===== config.mk =====
export PLATFORM = sky130hd
export DESIGN_NAME = dcache_assoc
export DESIGN_NICKNAME = d
export VERILOG_FILES = /design/src/rtl/dcache_pkg.sv /design/src/rtl/dcache_replace.sv /design/src/rtl/dcache_assoc.sv
export SDC_FILE = /design/constraint.sdc
export NUM_CORES = 2
export LEC_CHECK = 0
export CAP_MARGIN = 40
export CORE_MARGIN = 8
export CORE_UTILIZATION = 25
export CTS_CLUSTER_DIAMETER = 120
export CTS_CLUSTER_SIZE = 14
export DETAILED_ROUTE_END_ITERATION = 16
export GPL_TIMING_DRIVEN = 0
export PLACE_DENSITY = 0.47
export SYNTH_ARGS = -nofsm -noshare
export SYNTH_HDL_FRONTEND = slang
export SYNTH_MEMORY_MAX_BITS = 65536
export SYNTH_SLANG_ARGS = --single-unit

===== constraint.sdc =====
create_clock -name clk_i -period 10.15 [get_ports clk_i]
set_clock_uncertainty 0.15 [all_clocks]
set_input_delay 2.03 -clock clk_i [delete_from_list [all_inputs] [get_ports clk_i]]
set_output_delay 2.03 -clock clk_i [all_outputs]
set_load 0.02 [all_outputs]

===== src/rtl/dcache_pkg.sv =====
// Shared types and width helpers for the set-associative data cache.
// The line macro expands inside a module once the tag/data widths are known.
`ifndef DCACHE_PKG_SV
`define DCACHE_PKG_SV

`define DECLARE_DCACHE_LINE(tag_w, data_w) \
  typedef struct packed { \
    logic                valid; \
    logic                dirty; \
    logic [(tag_w)-1:0]  tag; \
    logic [(data_w)-1:0] data; \
  } dcache_line_t;

package dcache_pkg;

  typedef enum logic [0:0] {
    CLEAR = 1'b0,
    IDLE  = 1'b1
  } dcache_state_e;

  function automatic int unsigned set_bits(input int unsigned sets);
    return $clog2(sets);
  endfunction

  function automatic int unsigned tag_bits(input int unsigned aw, input int unsigned sets);
    return aw - $clog2(sets);
  endfunction

  // a single way still needs a 1-bit index so the pointer array stays well formed
  function automatic int unsigned way_bits(input int unsigned ways);
    return (ways > 1) ? $clog2(ways) : 1;
  endfunction

endpackage

`endif


===== src/rtl/dcache_replace.sv =====
// Per-set round-robin victim pointer; cleared by the init walk, advanced on
// replacement of an occupied way.
module dcache_replace
  import dcache_pkg::*;
#(
  parameter int unsigned sets = 32,
  parameter int unsigned ways = 2
) (
  input  logic                         clk_i,
  input  logic                         clear_i,
  input  logic [set_bits(sets)-1:0]    clear_set_i,
  input  logic                         adv_i,
  input  logic [set_bits(sets)-1:0]    set_i,
  output logic [way_bits(ways)-1:0]    ptr_c
);

  localparam int unsigned WB = way_bits(ways);

  logic [WB-1:0] ptr_q [sets];

  always_ff @(posedge clk_i) begin
    if (clear_i) begin
      ptr_q[clear_set_i] <= '0;
    end else if (adv_i) begin
      ptr_q[set_i] <= (ptr_q[set_i] == WB'(ways - 1)) ? '0 : ptr_q[set_i] + WB'(1);
    end
  end

  assign ptr_c = ptr_q[set_i];

endmodule


===== src/rtl/dcache_assoc.sv =====
// Set-associative write-back data cache array: 1-cycle lookup, 1-cycle
// write/allocate with dirty-victim ejection, and a set-by-set init walk.
module dcache_assoc
  import dcache_pkg::*;
#(
  parameter int unsigned addr_width = 16,
  parameter int unsigned line_width = 64,
  parameter int unsigned sets       = 32,
  parameter int unsigned ways       = 2
) (
  input  logic                  clk_i,
  input  logic                  rst_i,
  output logic                  ready_o,
  input  logic [addr_width-1:0] addr_i,
  input  logic                  r_valid_i,
  output logic                  r_valid_o,
  output logic                  r_miss_o,
  output logic [line_width-1:0] read_o,
  input  logic                  w_valid_i,
  input  logic                  dirty_i,
  input  logic [line_width-1:0] write_i,
  output logic                  ejected_valid_o,
  output logic [addr_width-1:0] ejected_addr_o,
  output logic [line_width-1:0] ejected_o
);

  localparam int unsigned SB = set_bits(sets);
  localparam int unsigned TB = tag_bits(addr_width, sets);
  localparam int unsigned WB = way_bits(ways);

  `DECLARE_DCACHE_LINE(TB, line_width)

  dcache_state_e state_q, state_n;
  logic [SB-1:0] clr_cnt_q, clr_cnt_n;
  logic          clear_c;

  dcache_line_t  lines_q [sets][ways];

  logic [SB-1:0] set_c;
  logic [TB-1:0] tag_c;
  logic          hit_c, inv_c, acc_r_c, acc_w_c, ej_c;
  logic [WB-1:0] hit_way_c, inv_way_c, rr_way_c, vic_way_c;
  dcache_line_t  vic_c;

  assign set_c = addr_i[SB-1:0];
  assign tag_c = addr_i[addr_width-1:SB];

  // State register
  always_ff @(posedge clk_i) begin
    if (rst_i) begin
      state_q   <= CLEAR;
      clr_cnt_q <= '0;
    end else begin
      state_q   <= state_n;
      clr_cnt_q <= clr_cnt_n;
    end
  end

  // Init walk: one set per cycle, then idle
  always_comb begin
    state_n   = state_q;
    clr_cnt_n = clr_cnt_q;
    clear_c   = 1'b0;
    case (state_q)
      CLEAR: begin
        clear_c   = 1'b1;
        clr_cnt_n = clr_cnt_q + SB'(1);
        if (clr_cnt_q == SB'(sets - 1)) begin
          state_n   = IDLE;
          clr_cnt_n = '0;
        end
      end
      IDLE:    state_n = IDLE;
      default: state_n = CLEAR;
    endcase
  end

  assign acc_r_c = r_valid_i && (state_q == IDLE) && !rst_i;
  assign acc_w_c = w_valid_i && (state_q == IDLE) && !rst_i;

  // Parallel tag compare; descending scan leaves the lowest-index match/free way
  always_comb begin
    hit_c     = 1'b0;
    inv_c     = 1'b0;
    hit_way_c = '0;
    inv_way_c = '0;
    for (int w = int'(ways) - 1; w >= 0; w--) begin
      if (lines_q[set_c][w].valid && (lines_q[set_c][w].tag == tag_c)) begin
        hit_c     = 1'b1;
        hit_way_c = WB'(w);
      end
      if (!lines_q[set_c][w].valid) begin
        inv_c     = 1'b1;
        inv_way_c = WB'(w);
      end
    end
    vic_way_c = hit_c ? hit_way_c : (inv_c ? inv_way_c : rr_way_c);
    vic_c     = lines_q[set_c][vic_way_c];
  end

  assign ej_c = acc_w_c && !hit_c && vic_c.valid && vic_c.dirty;

  dcache_replace #(
    .sets (sets),
    .ways (ways)
  ) u_replace (
    .clk_i       (clk_i),
    .clear_i     (clear_c),
    .clear_set_i (clr_cnt_q),
    .adv_i       (acc_w_c && !hit_c && !inv_c),
    .set_i       (set_c),
    .ptr_c       (rr_way_c)
  );

  // Line storage; on a hit the victim is the hit line, so vic_c.dirty is the old dirty bit
  always_ff @(posedge clk_i) begin
    if (clear_c) begin
      for (int w = 0; w < int'(ways); w++) begin
        lines_q[clr_cnt_q][w].valid <= 1'b0;
        lines_q[clr_cnt_q][w].dirty <= 1'b0;
      end
    end else if (acc_w_c) begin
      if (hit_c) begin
        lines_q[set_c][hit_way_c].data  <= write_i;
        lines_q[set_c][hit_way_c].dirty <= vic_c.dirty | dirty_i;
      end else begin
        lines_q[set_c][vic_way_c] <= '{valid: 1'b1, dirty: dirty_i, tag: tag_c, data: write_i};
      end
    end
  end

  // Registered read results and ejection pulse
  always_ff @(posedge clk_i) begin
    if (rst_i) begin
      ready_o         <= 1'b0;
      r_valid_o       <= 1'b0;
      r_miss_o        <= 1'b0;
      read_o          <= '0;
      ejected_valid_o <= 1'b0;
      ejected_addr_o  <= '0;
      ejected_o       <= '0;
    end else begin
      ready_o         <= (state_n == IDLE);
      r_valid_o       <= acc_r_c;
      r_miss_o        <= acc_r_c && !hit_c;
      read_o          <= (acc_r_c && hit_c) ? vic_c.data : '0;
      ejected_valid_o <= ej_c;
      ejected_addr_o  <= ej_c ? {vic_c.tag, set_c} : '0;
      ejected_o       <= ej_c ? vic_c.data : '0;
    end
  end

endmodule


After elaboration in Yosys (flattened, before gate mapping). Memory sizes are Yosys's and may differ from the RTL's. Cells that the tools add are included.

Bitwise gates (word level): 314. Order comparisons: 4. Equality and inequality tests: 3. Muxes and demuxes: 348. Reduce and logical (&&, ||, !) cells: 21. Add/sub/neg operators: 2.

Operators by type and width (number): $mux 154 (5); $mux 1 (330); $or 1x1->1 (309); $mux 77 (4); $demux 77 s1 (3); $reduce_or 154->1 (1); $mux 76 (1); $mux 64 (1); $eq 11x11->1 (2); $mux 5 (3); $logic_and 1x1->1 (14); $add 5x1->5 const B (1); $eq 5x5->1 const B (1); $ge 2x2->1 const B (2); $lt 2x1->1 const B (2); $not 1->2 (2); $reduce_or 2->1 (2); $logic_not 1->1 (3); $not 1->1 (3); $pmux 1 s2 (1); $add 1x1->1 const B (1); $reduce_or 1->1 (1).

Flip-flop bits (word level): 153. Output and inout port bits: 148. Memories: 2. Input bits: 85. Word-level logic and storage cells: 702. RAM bits: 4960.

Memories: lines_q (depth 32, width 154, rd ports 1, clocked after memory_dff 0, write ports 1, line dcache_assoc.sv:37) `dcache_line_t lines_q [sets][ways];`; u_replace.ptr_q (depth 32, width 1, rd ports 1, clocked after memory_dff 0, write ports 1, line dcache_replace.sv:19) `logic [WB-1:0] ptr_q [sets];`.

Depth between registers and ports, before layout. An unclocked memory read counts as a cell.

Depth in word-level cells: 15. Mapped depth: 19. Depth with buffers taken out: 12.

Modules after synthesis. Synthesis repeated with hierarchy kept, for this count alone.

Cell total of the unflattened synthesis: 8261. Area total of the unflattened synthesis: 194833.1 µm².

Modules (own cells, without submodules): dcache_assoc (instances 1, cells each 8125, area each 193236.6 µm², sequential area each 151044.9 µm²); dcache_replace (instances 1, cells each 136, area each 1596.5 µm², sequential area each 960.9 µm²).

Least setup slack after synthesis. No wires, ideal clock.

Path type: input to register. Start: input port addr_i[1]. End: memory lines_q[0][100] (netlist bit) (enable). Cell stages on the path: 13. Data required time: 9513 ps. Library setup time: 487 ps. Buffers on the path: 5. Setup slack: 2143 ps. Arrival time: 7371 ps. Cells stage by stage: buf_2 > buf_2 > buf_1 > mux4_2 > mux4_2 > nand2_1 > nand2_1 > o21bai_2 > o31a_1 > buf_2 > o21ai_4 > clkbuf_1 > nor2_1.

Longest elaborated chain between the ends: 15. Elaborated cells on any way between the ends: 348. Those cells by class: order compare (4); eq/ne (2); mux (25); bitwise (310); reduce/logical (5); memory (2).

RTL lines: start, declared (line dcache_assoc.sv:14) `input logic [addr_width-1:0] addr_i,`; $mem_v2 32x154; $eq 11x11->1 (line dcache_assoc.sv:88) `if (lines_q[set_c][w].valid && (lines_q[set_c][w].tag == tag_c)) begin`; $logic_and 1x1->1 (line dcache_assoc.sv:88); $mux 1 (2 in a row) (line dcache_assoc.sv:88); $not 1->2 (not written as such) / $mux 1 (equally long branches) (line dcache_assoc.sv:124, dcache_assoc.sv:125, dcache_assoc.sv:97); $ge 2x2->1 (not written as such), or another cell as far along (line dcache_assoc.sv:124, dcache_assoc.sv:125); $logic_and 1x1->1 (not written as such), or another cell as far along (line dcache_assoc.sv:124, dcache_assoc.sv:125); $mux 64 (not written as such), or another cell as far along (line dcache_assoc.sv:124) `lines_q[set_c][hit_way_c].data <= write_i;`; $demux 77 s1, or another cell as far along (line dcache_assoc.sv:124); $mux 154 (not written as such), or another cell as far along (line dcache_assoc.sv:124); $or 1x1->1 (no source line) / $mux 154 (equally long branches); $or 1x1->1 (no source line); $reduce_or 154->1 (no source line); $mux 5 (no source line) / $mux 154 (equally long branches); end, declared (line dcache_assoc.sv:37).

Parallel ways exist; a longest one is shown, timed or not.

Worst setup path after layout.
Start: input port addr_i[1]. End: memory lines_q[3][105] (netlist bit) (enable).

The elaborated chain is that of the path after synthesis.

==> results.cfg <==
[critical_path]
cp_cell_sequence = clkdlybuf4s50_1 -> buf_2 -> buf_2 -> buf_2 -> mux2i_1 -> o22ai_1 -> a221oi_2 -> xor2_1 -> nand3_1 -> o31a_2 -> buf_2 -> o21ai_4 -> clkbuf_1 -> buf_8 -> nor2_4 -> buf_12 -> buf_12
worst_setup_path_end_kind = flop
critPathMostFrequentCell = buf_2
crit_path_top_delay_cell = o31a_2
crit_path_max_fanout = 17
slowest_delay_ns = 0.70
cp-start-kind = primary input
worstPathRequired_ns = 10.70
criticalPathCategory = in -> reg
critical_path.n_buffers_inverters = 9
critPathArrivalTime_ns = 9.33
timing.critical_path.max_delay_family = buffers and inverters

[global_routing]
groute.layer.met3.usage = 0.0298
globalRoute.busiestLayer = met2
grt_max_degree = 65
grt-ovfl-total = 0
grt_pass1_vias = 101000
use_met1 = 0.207
grt_first_pass_wirelength_um = 871000
globalRouteTotalUtil = 0.154
global_route.usage.met2 = 0.251
initial_antenna_violation_count = 78

[logic_synthesis]
mappedNetlistNets = 8807
yosysWarnings = 0
synth.ff_latch_count = 5113
synth.yosys.seq_area_share = 0.776
synth_async_sr_flop_share = 0
syn_inst = 8720
ys.flop_type = edfxtp_1
synth.avg_cell_area_um2 = 22.5
netlist_area_mm2 = 0.196
synth_cell_types = 62
synth_edf_count = 4960

[final_layout]
layout.cell_area.non_filler_mm2 = 0.235
flow.area_growth_from_synthesis_pct = 19.8
final_util = 0.300
layout-drive-gt1-share = 0.285
layout_commonest_cell = edfxtp_1
layout_common_cells = edfxtp_1, mux4_2, clkbuf_1
nNetsFinal = 10000

[clock_tree]
tritoncts_num_sinks = 5113
holdBufCountCts = 0
post_cts_buffers = 0
clk-insertion-delay-late_ns = 1.05
clock_tree_from_tritoncts = done
clk_transition_reported_paths_ns = 0.07
post_cts.resized_instances = 0
ctsLongestPathBuffers = 4
ctsRootBufferMaster = clkbuf_16
tritoncts.num_buffers = 409
cts.htree.levels = 5

[sta]
worstMarginPinSlew_ns = 1.03
final.period_utilization = 0.865
timing_max_transition_violations_final = 0
setup-violations-final = 0
max_freq_mhz = 114
period_needed_ns = 8.78
rsz0062_at_grt = false
maxSlewHeadroom = 0.316
totalNegativeSetupSlack_ns = 0
hold_violations = 0

[placed_design]
quantity_of_i_o_buffers_inserted_on_ports = 230
post_dp_cell_area_mm2 = 0.223
gp_congestion = 0.843
place_hpwl_um = 468000

[drt]
via_per_inst = 4.77
wirelength_um = 646000
antenna_left = 0
post_drt_wl_per_cell_um = 31.2
vias = 98900
initialDrtViolationCount = 13000
drc_violation_count_after_routing = 0
dr.pass1.iters = 6

[die]
core_mm2 = 0.782
dieWidth_um = 901
die_area_mm2 = 0.812
floorplan.io_pins = 233
floorplan.initialDensity = 0.250
num_rows = 325
die_y_um = 901

[run_status]
outcome = complete, no violations

[pwr]
cellLeakagePower_nw = 81.7
power_mw = 39.6
ir_worst_vdd_uv = 167
cellPowerDensity_mw_per_mm2 = 169

[hold_path]
holdCritPathClass = reg -> reg

[flow_run]
max_cap_viol_count = 0
## final timing paths
kind / slack [ns] / cells past startpoint / endpoint / start
max: 1.37 / 17 / lines_q[3][105] / addr_i[1]
min: 0.46 / 3 / clr_cnt_q[1] / clr_cnt_q[1]
max reg2reg: 3.83 / 12 / lines_q[4][25] / ready_o
min reg2reg: 0.46 / 3 / clr_cnt_q[1] / clr_cnt_q[1]
## routing by layer
| layer | vias up | share of wire | wire length, um |
|---|---|---|---|
| li1 | 39100 | - | - |
| met2 | 4343 | 0.48 | 307000 |
| met1 | 54600 | 0.41 | 266000 |
| met4 | 22 | 0.035 | 22300 |
| met3 | 888 | 0.079 | 51100 |
| met5 | - | 0.00022 | 139 |
## cell usage after synthesis (14+ instances only)
master,number,area (um^2)
buf_4,28,210
a21oi_1,19,95.1
a21boi_0,128,961
o21ai_0,134,671
buf_6,23,259
a22oi_1,129,968
o22ai_1,66,413
and3_1,81,507
clkbuf_1,323,1210
mux4_2,1375,31000
xor2_1,15,131
nor2_1,457,1720
edfxtp_1,4960,149000
nand2_1,214,803
buf_1,14,52.6
dfxtp_1,153,3060
nand3_1,63,315
mux2i_1,281,2810
buf_2,128,641
## final cells by class
cell class / count / area [um^2]
diodes: 128 / 320
plain buffers: 517 / 2450
clock buffers: 553 / 10900
clock inverters: 39 / 747
fillers: 75000 / 547000
inverters: 5 / 18.8
multi-input cells: 3085 / 42200
flip-flops and latches: 5113 / 152000
well taps: 10500 / 13100
repair buffers: 821 / 12900
## worst reg2reg max path, delay by kind of cell (launching register included)
family | cells | cell delay, ns
AOI/OAI and AO/OA | 1 | 0.29
buffers and inverters | 6 | 1.84
DFF | 1 | 0.94
and+or+nand+nor | 5 | 2.75
## cell families (layout without fill, tap and decap cells)
kind of cell / Yosys count / after routing / share of synthesized area
AOI/OAI and AO/OA: 504 / 504 / 0.0174
xor gates and xnor gates: 22 / 22 / 0.000984
adders and majority gates: 2 / 2 / 0.000128
buffers and inverters: 522 / 1935 / 0.0123
DFF: 5113 / 5113 / 0.776
muxes: 1670 / 1670 / 0.173
other: 0 / 128 / 0
and+or+nand+nor: 887 / 887 / 0.0197
## stage by stage
step / setup slack [ns] / cells / hold WS, ns
global placement: -8.77 / 19400 / 0.458
floorplan: 2.14 / 8720 / 0.418
global route: 1.38 / 20700 / 0.503
finish: 1.37 / 20700 / 0.462
detailed placement: 0.565 / 20000 / 0.439
CTS: 1.65 / 20600 / 0.461
## state kept, by name, summed over array words and instances, names as in the netlist
register,flops
lines_q,4928
clr_cnt_q,5
r_valid_o,1
read_o,64
u_replace.ptr_q,32
ejected_addr_o,16
ejected_o,64
ejected_valid_o,1
ready_o,1
r_miss_o,1
## power breakdown
group	internal, mW	total (mW)	switching (mW)
clock	7.51	15.1	7.57
combinational	0.628	1.71	1.08
sequential	22.8	22.8	0.00230
total	30.9	39.6	8.66
No activity file was read; power rests on OpenSTA's default activity.
